===== src/rtl/count_monitor_if.sv =====
// Bundle between a count source and the count_monitor block.
// master drives the sample stream, slave is the monitor.
interface count_monitor_if #(
    parameter int WIDTH = 4
);
    logic             en;
    logic [WIDTH-1:0] count;
    logic             clr_stat;
    logic [1:0]       state;
    logic             locked;
    logic             err;
    logic [7:0]       err_cnt;
    logic [7:0]       wrap_cnt;

    modport master (
        output en, count, clr_stat,
        input  state, locked, err, err_cnt, wrap_cnt
    );

    modport slave (
        input  en, count, clr_stat,
        output state, locked, err, err_cnt, wrap_cnt
    );
endinterface


===== src/rtl/count_monitor.sv =====
// Watches an up-counter stream, locks after LOCK_N consecutive +1 steps,
// and flags and counts sequence breaks and rollovers while locked.
//
// state   | meaning
// IDLE    | no reference sample yet
// ACQUIRE | counting consecutive good steps toward lock
// LOCKED  | stream tracked; breaks raise err
// FAULT   | break seen while locked; waiting for a good step
module count_monitor #(
    parameter int WIDTH  = 4,
    parameter int LOCK_N = 3
) (
    input logic            clk,
    input logic            rst,
    count_monitor_if.slave mon
);
    typedef enum logic [1:0] {
        IDLE    = 2'd0,
        ACQUIRE = 2'd1,
        LOCKED  = 2'd2,
        FAULT   = 2'd3
    } state_t;

    state_t           state_q, state_nxt;
    logic [WIDTH-1:0] prev_q, prev_nxt;
    logic [3:0]       match_q, match_nxt;
    logic             err_q, err_nxt;
    logic             locked_q;
    logic [7:0]       err_cnt_q, err_cnt_nxt;
    logic [7:0]       wrap_cnt_q, wrap_cnt_nxt;

    logic [WIDTH-1:0] prev_inc;
    logic [4:0]       match_inc;
    logic             good;
    logic             rollover;

    assign prev_inc  = prev_q + WIDTH'(1);
    assign good      = (mon.count == prev_inc);
    assign rollover  = good && (mon.count == '0);
    assign match_inc = {1'b0, match_q} + 5'd1;

    always_comb begin
        state_nxt    = state_q;
        prev_nxt     = prev_q;
        match_nxt    = match_q;
        err_nxt      = 1'b0;
        err_cnt_nxt  = err_cnt_q;
        wrap_cnt_nxt = wrap_cnt_q;
        if (mon.en) begin
            prev_nxt = mon.count;
            unique case (state_q)
                IDLE: begin
                    match_nxt = 4'd0;
                    state_nxt = ACQUIRE;
                end
                ACQUIRE: begin
                    if (good) begin
                        match_nxt = match_inc[3:0];
                        if (match_inc == 5'(LOCK_N)) state_nxt = LOCKED;
                    end else begin
                        match_nxt = 4'd0;
                    end
                end
                LOCKED: begin
                    if (good) begin
                        if (rollover) wrap_cnt_nxt = wrap_cnt_q + 8'd1;
                    end else begin
                        err_nxt     = 1'b1;
                        err_cnt_nxt = (err_cnt_q == 8'hFF) ? err_cnt_q : err_cnt_q + 8'd1;
                        state_nxt   = FAULT;
                    end
                end
                FAULT: begin
                    if (good) begin
                        match_nxt = 4'd1;
                        state_nxt = (LOCK_N == 1) ? LOCKED : ACQUIRE;
                    end
                end
                default: state_nxt = IDLE;
            endcase
        end
        // clear overrides any increment computed above, but not err or the FSM
        if (mon.clr_stat) begin
            err_cnt_nxt  = 8'd0;
            wrap_cnt_nxt = 8'd0;
        end
    end

    always_ff @(posedge clk or negedge rst) begin
        if (!rst) begin
            state_q    <= IDLE;
            prev_q     <= '0;
            match_q    <= 4'd0;
            err_q      <= 1'b0;
            locked_q   <= 1'b0;
            err_cnt_q  <= 8'd0;
            wrap_cnt_q <= 8'd0;
        end else begin
            state_q    <= state_nxt;
            prev_q     <= prev_nxt;
            match_q    <= match_nxt;
            err_q      <= err_nxt;
            locked_q   <= (state_nxt == LOCKED);
            err_cnt_q  <= err_cnt_nxt;
            wrap_cnt_q <= wrap_cnt_nxt;
        end
    end

    assign mon.state    = state_q;
    assign mon.locked   = locked_q;
    assign mon.err      = err_q;
    assign mon.err_cnt  = err_cnt_q;
    assign mon.wrap_cnt = wrap_cnt_q;
endmodule


===== src/flat_wrapper.sv =====
// flat-port wrapper written by rule: the top's interface ports become plain ports
module count_monitor_flat 
#(
    parameter int WIDTH  = 4,
    parameter int LOCK_N = 3
)
  (clk, rst, mon_en, mon_count, mon_clr_stat, mon_state, mon_locked, mon_err, mon_err_cnt, mon_wrap_cnt);
  count_monitor_if #(.WIDTH(WIDTH)) mon_i ();
  input logic clk;
  input logic rst;
  input wire logic [$bits(mon_i.en)-1:0] mon_en;
  input wire logic [$bits(mon_i.count)-1:0] mon_count;
  input wire logic [$bits(mon_i.clr_stat)-1:0] mon_clr_stat;
  output wire logic [$bits(mon_i.state)-1:0] mon_state;
  output wire logic [$bits(mon_i.locked)-1:0] mon_locked;
  output wire logic [$bits(mon_i.err)-1:0] mon_err;
  output wire logic [$bits(mon_i.err_cnt)-1:0] mon_err_cnt;
  output wire logic [$bits(mon_i.wrap_cnt)-1:0] mon_wrap_cnt;
  assign mon_i.en = mon_en;
  assign mon_i.count = mon_count;
  assign mon_i.clr_stat = mon_clr_stat;
  assign mon_state = mon_i.state;
  assign mon_locked = mon_i.locked;
  assign mon_err = mon_i.err;
  assign mon_err_cnt = mon_i.err_cnt;
  assign mon_wrap_cnt = mon_i.wrap_cnt;
  count_monitor #(.WIDTH(WIDTH), .LOCK_N(LOCK_N)) u_core (.clk(clk), .rst(rst), .mon(mon_i));
endmodule

===== config.mk =====
export PLATFORM = sky130hd
export DESIGN_NAME = count_monitor_flat
export DESIGN_NICKNAME = d
export VERILOG_FILES = /design/src/rtl/count_monitor_if.sv /design/src/rtl/count_monitor.sv /design/src/flat_wrapper.sv
export SDC_FILE = /design/constraint.sdc
export NUM_CORES = 1
export LEC_CHECK = 0
export ABC_CLOCK_PERIOD_IN_PS = 2320
export CAP_MARGIN = 30
export CORE_MARGIN = 4
export CORE_UTILIZATION = 50
export CTS_CLUSTER_SIZE = 20
export DETAILED_ROUTE_END_ITERATION = 6
export HOLD_SLACK_MARGIN = 0.08
export PLACE_DENSITY_LB_ADDON = 0.25
export SLEW_MARGIN = 20
export SYNTH_ARGS = -nofsm -noshare
export SYNTH_HDL_FRONTEND = slang
export SYNTH_SLANG_ARGS = --single-unit

===== constraint.sdc =====
create_clock -name clk -period 2.32 [get_ports clk]
set_input_delay 0.464 -clock clk [delete_from_list [all_inputs] [get_ports clk]]
set_output_delay 0.464 -clock clk [all_outputs]
set_load 0.01 [all_outputs]

# After elaboration in Yosys (flattened, before gate mapping)
# Index checks and enable logic that the tools add are counted.
[word_totals]
regBits = 28
output_inout_bits = 20
input_bits = 8
[op_classes]
n_addsub = 4
mux = 22
eq_ne = 10
n_reduce_logical = 11
[op_table]
columns = ["operator", "n"]
rows = [
  ["8-bit 2-to-1 mux", 10],
  ["8-bit by 1-bit adder with 8-bit output, second input constant", 2],
  ["4-bit case mux with 3 select lines", 1],
  ["2-bit 2-to-1 mux", 5],
  ["8-bit == test, second input constant", 1],
  ["4-bit 2-to-1 mux", 2],
  ["2-bit case mux with 4 select lines", 1],
  ["4-bit AND reduction", 2],
  ["2-bit nonzero test", 4],
  ["2-bit == test, second input constant", 3],
  ["4-bit by 1-bit adder with 5-bit output, second input constant", 1],
  ["5-bit by 2-bit == test with 1-bit output, second input constant", 1],
  ["4-bit by 1-bit adder with 4-bit output, second input constant", 1],
  ["4-bit == test", 1],
  ["4-bit zero test", 1],
  ["2-bit != test, second input constant", 2],
  ["1-bit 2-to-1 mux", 3],
  ["3-bit AND reduction", 1],
  ["3-bit nonzero test", 1],
  ["2-bit by 1-bit == test with 1-bit output, second input constant", 1],
  ["2-bit zero test", 1],
  ["2-bit by 1-bit != test with 1-bit output, second input constant", 1],
  ["1-bit logical AND", 1],
]

# Longest topological paths before layout
# Gate-level depths: netlist of the first run.
[depth]
depth_word = 8
depth_mapped = 7

# Least setup slack after synthesis of the first run
# Ideal clock, no wire load.
[synth_timing]
kind = "register to register"
startpoint = "register u_core.prev_q[0]"
endpoint = "register u_core.wrap_cnt_q[7], in the netlist u_core.mon.wrap_cnt[7]"
t_arrival_ns = 1.964
setup_slack_ns = 0.279
path_stages_with_launch = 7
path_cell_list = "dfrtp_1 ha_1 xnor2_1 nand2_1 or4_4 or3_1 a21oi_1"
[synth_between]
elab_chain_cells = 5
[synth_lines]
columns = ["element", "line", "rtl"]
rows = [
  ["start, declared", "count_monitor.sv:25", "logic [WIDTH-1:0] prev_q, prev_nxt;"],
  ["start signal, assigned", "count_monitor.sv:100", "prev_q <= prev_nxt;"],
  ["4-bit by 1-bit adder with 4-bit output *", "count_monitor.sv:37", "assign prev_inc = prev_q + WIDTH'(1);"],
  ["4-bit == test *", "count_monitor.sv:38", "assign good = (mon.count == prev_inc);"],
  ["1-bit logical AND", "count_monitor.sv:39", "assign rollover = good && (mon.count == '0);"],
  ["2-bit nonzero test (no line)", "n/a", ""],
  ["4-bit AND reduction (no line) *", "n/a", ""],
  ["end signal, assigned", "count_monitor.sv:105", "wrap_cnt_q <= wrap_cnt_nxt;"],
  ["end, declared", "count_monitor.sv:30", "logic [7:0] wrap_cnt_q, wrap_cnt_nxt;"],
]
# Every way passes the cells marked *; elsewhere a longest branch is shown, timed or not.
# A chain may end at the register's enable or synchronous reset.

# Worst setup path in the final report of the first run
[layout_timing]
startpoint = "input port mon_count[3]"
endpoint = "register u_core.wrap_cnt_q[7], in the netlist u_core.mon.wrap_cnt[7]"
[layout_between]
elab_chain_cells = 4
[layout_lines]
columns = ["element", "line", "rtl"]
rows = [
  ["start, declared", "flat_wrapper.sv:12", "input wire logic [$bits(mon_i.count)-1:0] mon_count;"],
  ["4-bit == test / 4-bit zero test (equally long branches)", "count_monitor.sv:38, count_monitor.sv:39", ""],
  ["1-bit logical AND", "count_monitor.sv:39", ""],
  ["2-bit nonzero test (no line)", "n/a", ""],
  ["4-bit AND reduction (no line) *", "n/a", ""],
]
# Marks and branches as above.

==> flow_metrics.py, run 1 <==
metrics = {
    "yosys": {
        "post_synth_edffs": 0,
        "synthesis.instances": 152,
        "synth_seq_area_share_pct": 45.5,
        "number_of_synthesized_register_bits": 28,
        "most_area_consuming_cells_after_synthesis": "dfrtp_1 45%, ha_1 4.1%, mux2_2 3.7%",
        "synthDistinctLibCells": 42,
        "postSynth.asyncResetShare_pct": 100,
        "ys_dominant_reg_cell": "dfrtp_1",
        "synth_area_leader_cell": "dfrtp_1",
        "synth_area_per_cell_sq_um": 10.1,
        "number_of_nets_produced_by_synthesis": 165,
        "cell_area_after_synthesis_sq_um": 1540,
        "synth_largest_type_area_fraction_pct": 45.5,
        "yosysWarnings": 0,
        "synthTopCellsByCount": "28 x dfrtp_1, 12 x nand2_1, 9 x a21oi_1, 9 x o21ai_0, 8 x nor2_1",
        "yosysMostFrequentCell": "dfrtp_1",
    },
    "placed_design": {
        "placed_area_sq_um": 1930,
        "io_buffers": 27,
        "detailed_place_hpwl_microns": 2430,
        "gpl_wtd_cong": 0.882,
    },
    "floorplanning": {
        "fp.dieH_microns": 63.5,
        "design.die.area_sq_um": 4030,
        "chipWidth_microns": 63.5,
        "initial_core_util_pct": 54.0,
        "floorplan.rows": 19,
        "ioPinCount": 28,
        "core_area_sq_um": 2850,
    },
    "routing": {
        "detailroute.via_count": 1275,
        "wire_per_inst_microns": 14.9,
        "first_pass_iters": 4,
        "drtIter0Drc": 100,
        "route.detailed.vias_per_inst": 5.77,
        "drt.antenna.violating_nets": 0,
        "drt_drc_violations_left": 0,
        "drt-total-wl_microns": 3290,
    },
    "cts": {
        "clk_transition_reported_paths_ns": 0.15,
        "cts-root-to-sink-buffers": 2,
        "cts-htree-levels": 1,
        "clock_sinks": 28,
        "cts_tree": "built",
        "cts_setup_buffers": 0,
        "cts_root_buf": "clkbuf_4",
        "clock_insertion_delay_worst_skew_ns": 0.32,
        "cts_inserted_buffers": 3,
        "cts_hold_buffers": 0,
    },
    "min_path": {
        "worst_hold_check_path_type": "input port to async pin",
    },
    "worst_setup_path": {
        "worst_path_max_delay_cell": "or4_4",
        "r2r-end": "u_core.mon.wrap_cnt[7]",
        "critical_path.endpoint_type": "flop",
        "critical-path-max-stage-delay_ns": 0.50,
        "r2r_start": "u_core.prev_q[0]",
        "timing.critical_path.arrival_ns": 2.40,
        "worstPathRequired_ns": 2.52,
        "crit_fanout": 3,
        "ff2ff_path_depth": 7,
        "worst-r2r-setup-slack_ns": 0.14,
        "kind_of_start_point_of_the_critical_path": "input port",
        "worstPathBufferInverterCount": 2,
        "setup.worst_path.class": "input port to flop",
        "crit_path_leading_delay_family": "simple AND/OR/NAND/NOR gates",
        "path_cells": "clkdlybuf4s50_1, nor4_2, nand3_1, or4_4, buf_4, o21ai_0, a21oi_1",
        "crit_path_start": "mon_count[3]",
    },
    "timing": {
        "final_period_minus_worst_setup_slack_ns": 2.20,
        "tightest_slew_ns": 0.585,
        "timing.final.setup_violations": 0,
        "timing.fmax_mhz": 454,
        "skew_ns": 0.00200,
        "hold_slack_ns": 0.502,
        "period_share_pct": 94.8,
        "maxSlewHeadroom_pct": 60.9,
        "hold_viol": 0,
        "grt_setup_unrepaired": "no",
        "final-max-slew-violation-count": 0,
    },
    "grt": {
        "gr-usage-all-layers_pct": 17.3,
        "grt_pass1_wl_microns": 5750,
        "grt_remaining_overflow": 0,
        "first_global_vias": 1305,
        "antenna_violations_before_repair": 0,
        "grt_max_degree": 29,
    },
    "pwr": {
        "power_frac_clock_pct": 27.4,
        "vdd.ir_drop.worst_mv": 0.322,
        "power.share.switching_pct": 24.9,
        "p_leak_uw": 0.000816,
        "cell_internal_pwr_uw": 655,
        "p_per_area_nw_per_um2": 442,
        "switching_power_uw": 217,
        "p_total_uw": 872,
        "power.sequential.fraction_pct": 58.4,
        "power.combinational.fraction_pct": 14.3,
    },
    "cells_and_area": {
        "final_cell_area_sq_um": 1970,
        "layout.area.seq_sq_um": 701,
        "post_route_cells_drive_above_1_share_pct": 15.8,
        "insertedDiodeCount": 0,
        "multi_input_gate_area_in_the_final_layout_sq_um": 808,
        "synthToLayoutAreaGrowth_pct": 28.0,
        "fillers": 222,
        "nets": 204,
    },
    "outcome": {
        "outcome": "finished, final reports clean",
    },
    "run": {
        "maxCapViolations": 0,
    },
}
-- per-stage QoR --
step	setup WS (ns)	instances	TNS [ns]	utilization, %
floorplan	0.279	152	0	-
global placement	-0.205	217	-0.973	67.6
detailed placement	-0.297	217	-1.76	67.6
CTS	0.0845	221	0	68.9
global route	0.0442	221	0	69.1
finish	0.120	221	0	69.1
-- per-layer routing --
metal  vias up  part of all wire (%)  GRT usage, %
li1        630                     -             -
met1       611                    43          20.8
met2        30                    52          30.2
met3         4                   4.2          4.09
met4         0                   1.0          5.93
met5         -                     0             0
-- placed cells by master (no fill, tap or decap), drive strengths merged, types with 2 or more instances in the layout --
master and count:
mux2 5, nand3 8, a21oi 9, nor4 4
clkbuf 4, xnor2 6, clkdlybuf4s50 27, nor3 3
dfrtp 28, nand4 2, nand2 12, inv 6
o21ai 10, and4b 2, mux2i 2, nand2b 4
o31ai 3, or3 5, or4 4, nor2b 2
buf 11, ha 5, and3 2, a31o 3
nor2 8, xor2 3
-- worst register-to-register path: cells and delay by family (launching register included) --
family | cells | cell delay [ns]
AND/OR/NAND/NOR | 2 | 0.60
flip-flops | 1 | 0.45
adder cells (fa/ha/maj) | 1 | 0.32
AO/OA/AOI/OAI | 2 | 0.31
XOR/XNOR | 1 | 0.22
buffers and inverters | 1 | 0.16
-- area by class of cell --
class,count,share of cell area [%]
inverter,6,1.14
clock buffer,4,1.84
tap,31,1.97
multi-input combinational,114,41.0
sequential,28,35.5
timing repair buffer,38,18.5
-- worst max-delay path by stage --
stage | to | slack, ns | cells past startpoint
floorplan | u_core.mon.wrap_cnt[7] | 0.28 | 6
global placement | u_core.mon.wrap_cnt[7] | -0.21 | 6
finish | u_core.mon.wrap_cnt[7] | 0.12 | 7
CTS | u_core.mon.wrap_cnt[7] | 0.08 | 7
global route | u_core.mon.wrap_cnt[7] | 0.04 | 6
detailed placement | u_core.mon.wrap_cnt[7] | -0.30 | 7
-- flip-flops by register name (all words and copies together) (netlist names) --
register	count
u_core.mon.locked	1
u_core.mon.wrap_cnt	8
u_core.mon.err_cnt	8
u_core.prev_q	4
u_core.mon.err	1
u_core.mon.state	2
u_core.match_q	4
-- logic make-up (layout without fill, tap and decap cells) --
logic type / count (synthesis) / after routing / synth area share (%)
AND/OR/NAND/NOR: 62 / 62 / 23.4
AO/OA/AOI/OAI: 30 / 30 / 12.1
flip-flops: 28 / 28 / 45.5
XOR/XNOR: 10 / 10 / 7.56
buffers and inverters: 10 / 48 / 2.44
multiplexers: 7 / 7 / 4.96
adder cells (fa/ha/maj): 5 / 5 / 4.06
-- power by group through the flow --
stage	clock, uW	sequential [uW]	combinational, uW
after global routing	270	511	137
after CTS	251	509	125
after detailed placement	0	518	124
final	239	509	124
after floorplan	0	516	71.9
after global placement	0	517	120
-- what timing repair did --
item | in CTS | in global routing
hold endpoints to repair | 0 | 0
setup endpoints to repair | 0 | 1
resized for setup | 0 | 1
(Power assumes the default switching activity.)
==> run 2: changes to the inputs <==
SETUP_SLACK_MARGIN = 0.05   (was unset)
SLEW_MARGIN = 0   (was 20)
==> results of run 2 <==
The final DEF is identical to that of run 1. Status: finished, final reports clean.
==> run 3: changes to the inputs <==
TNS_END_PERCENT = 20   (was unset)
==> results of run 3 <==
The final DEF is identical to that of run 1. Status: finished, final reports clean.
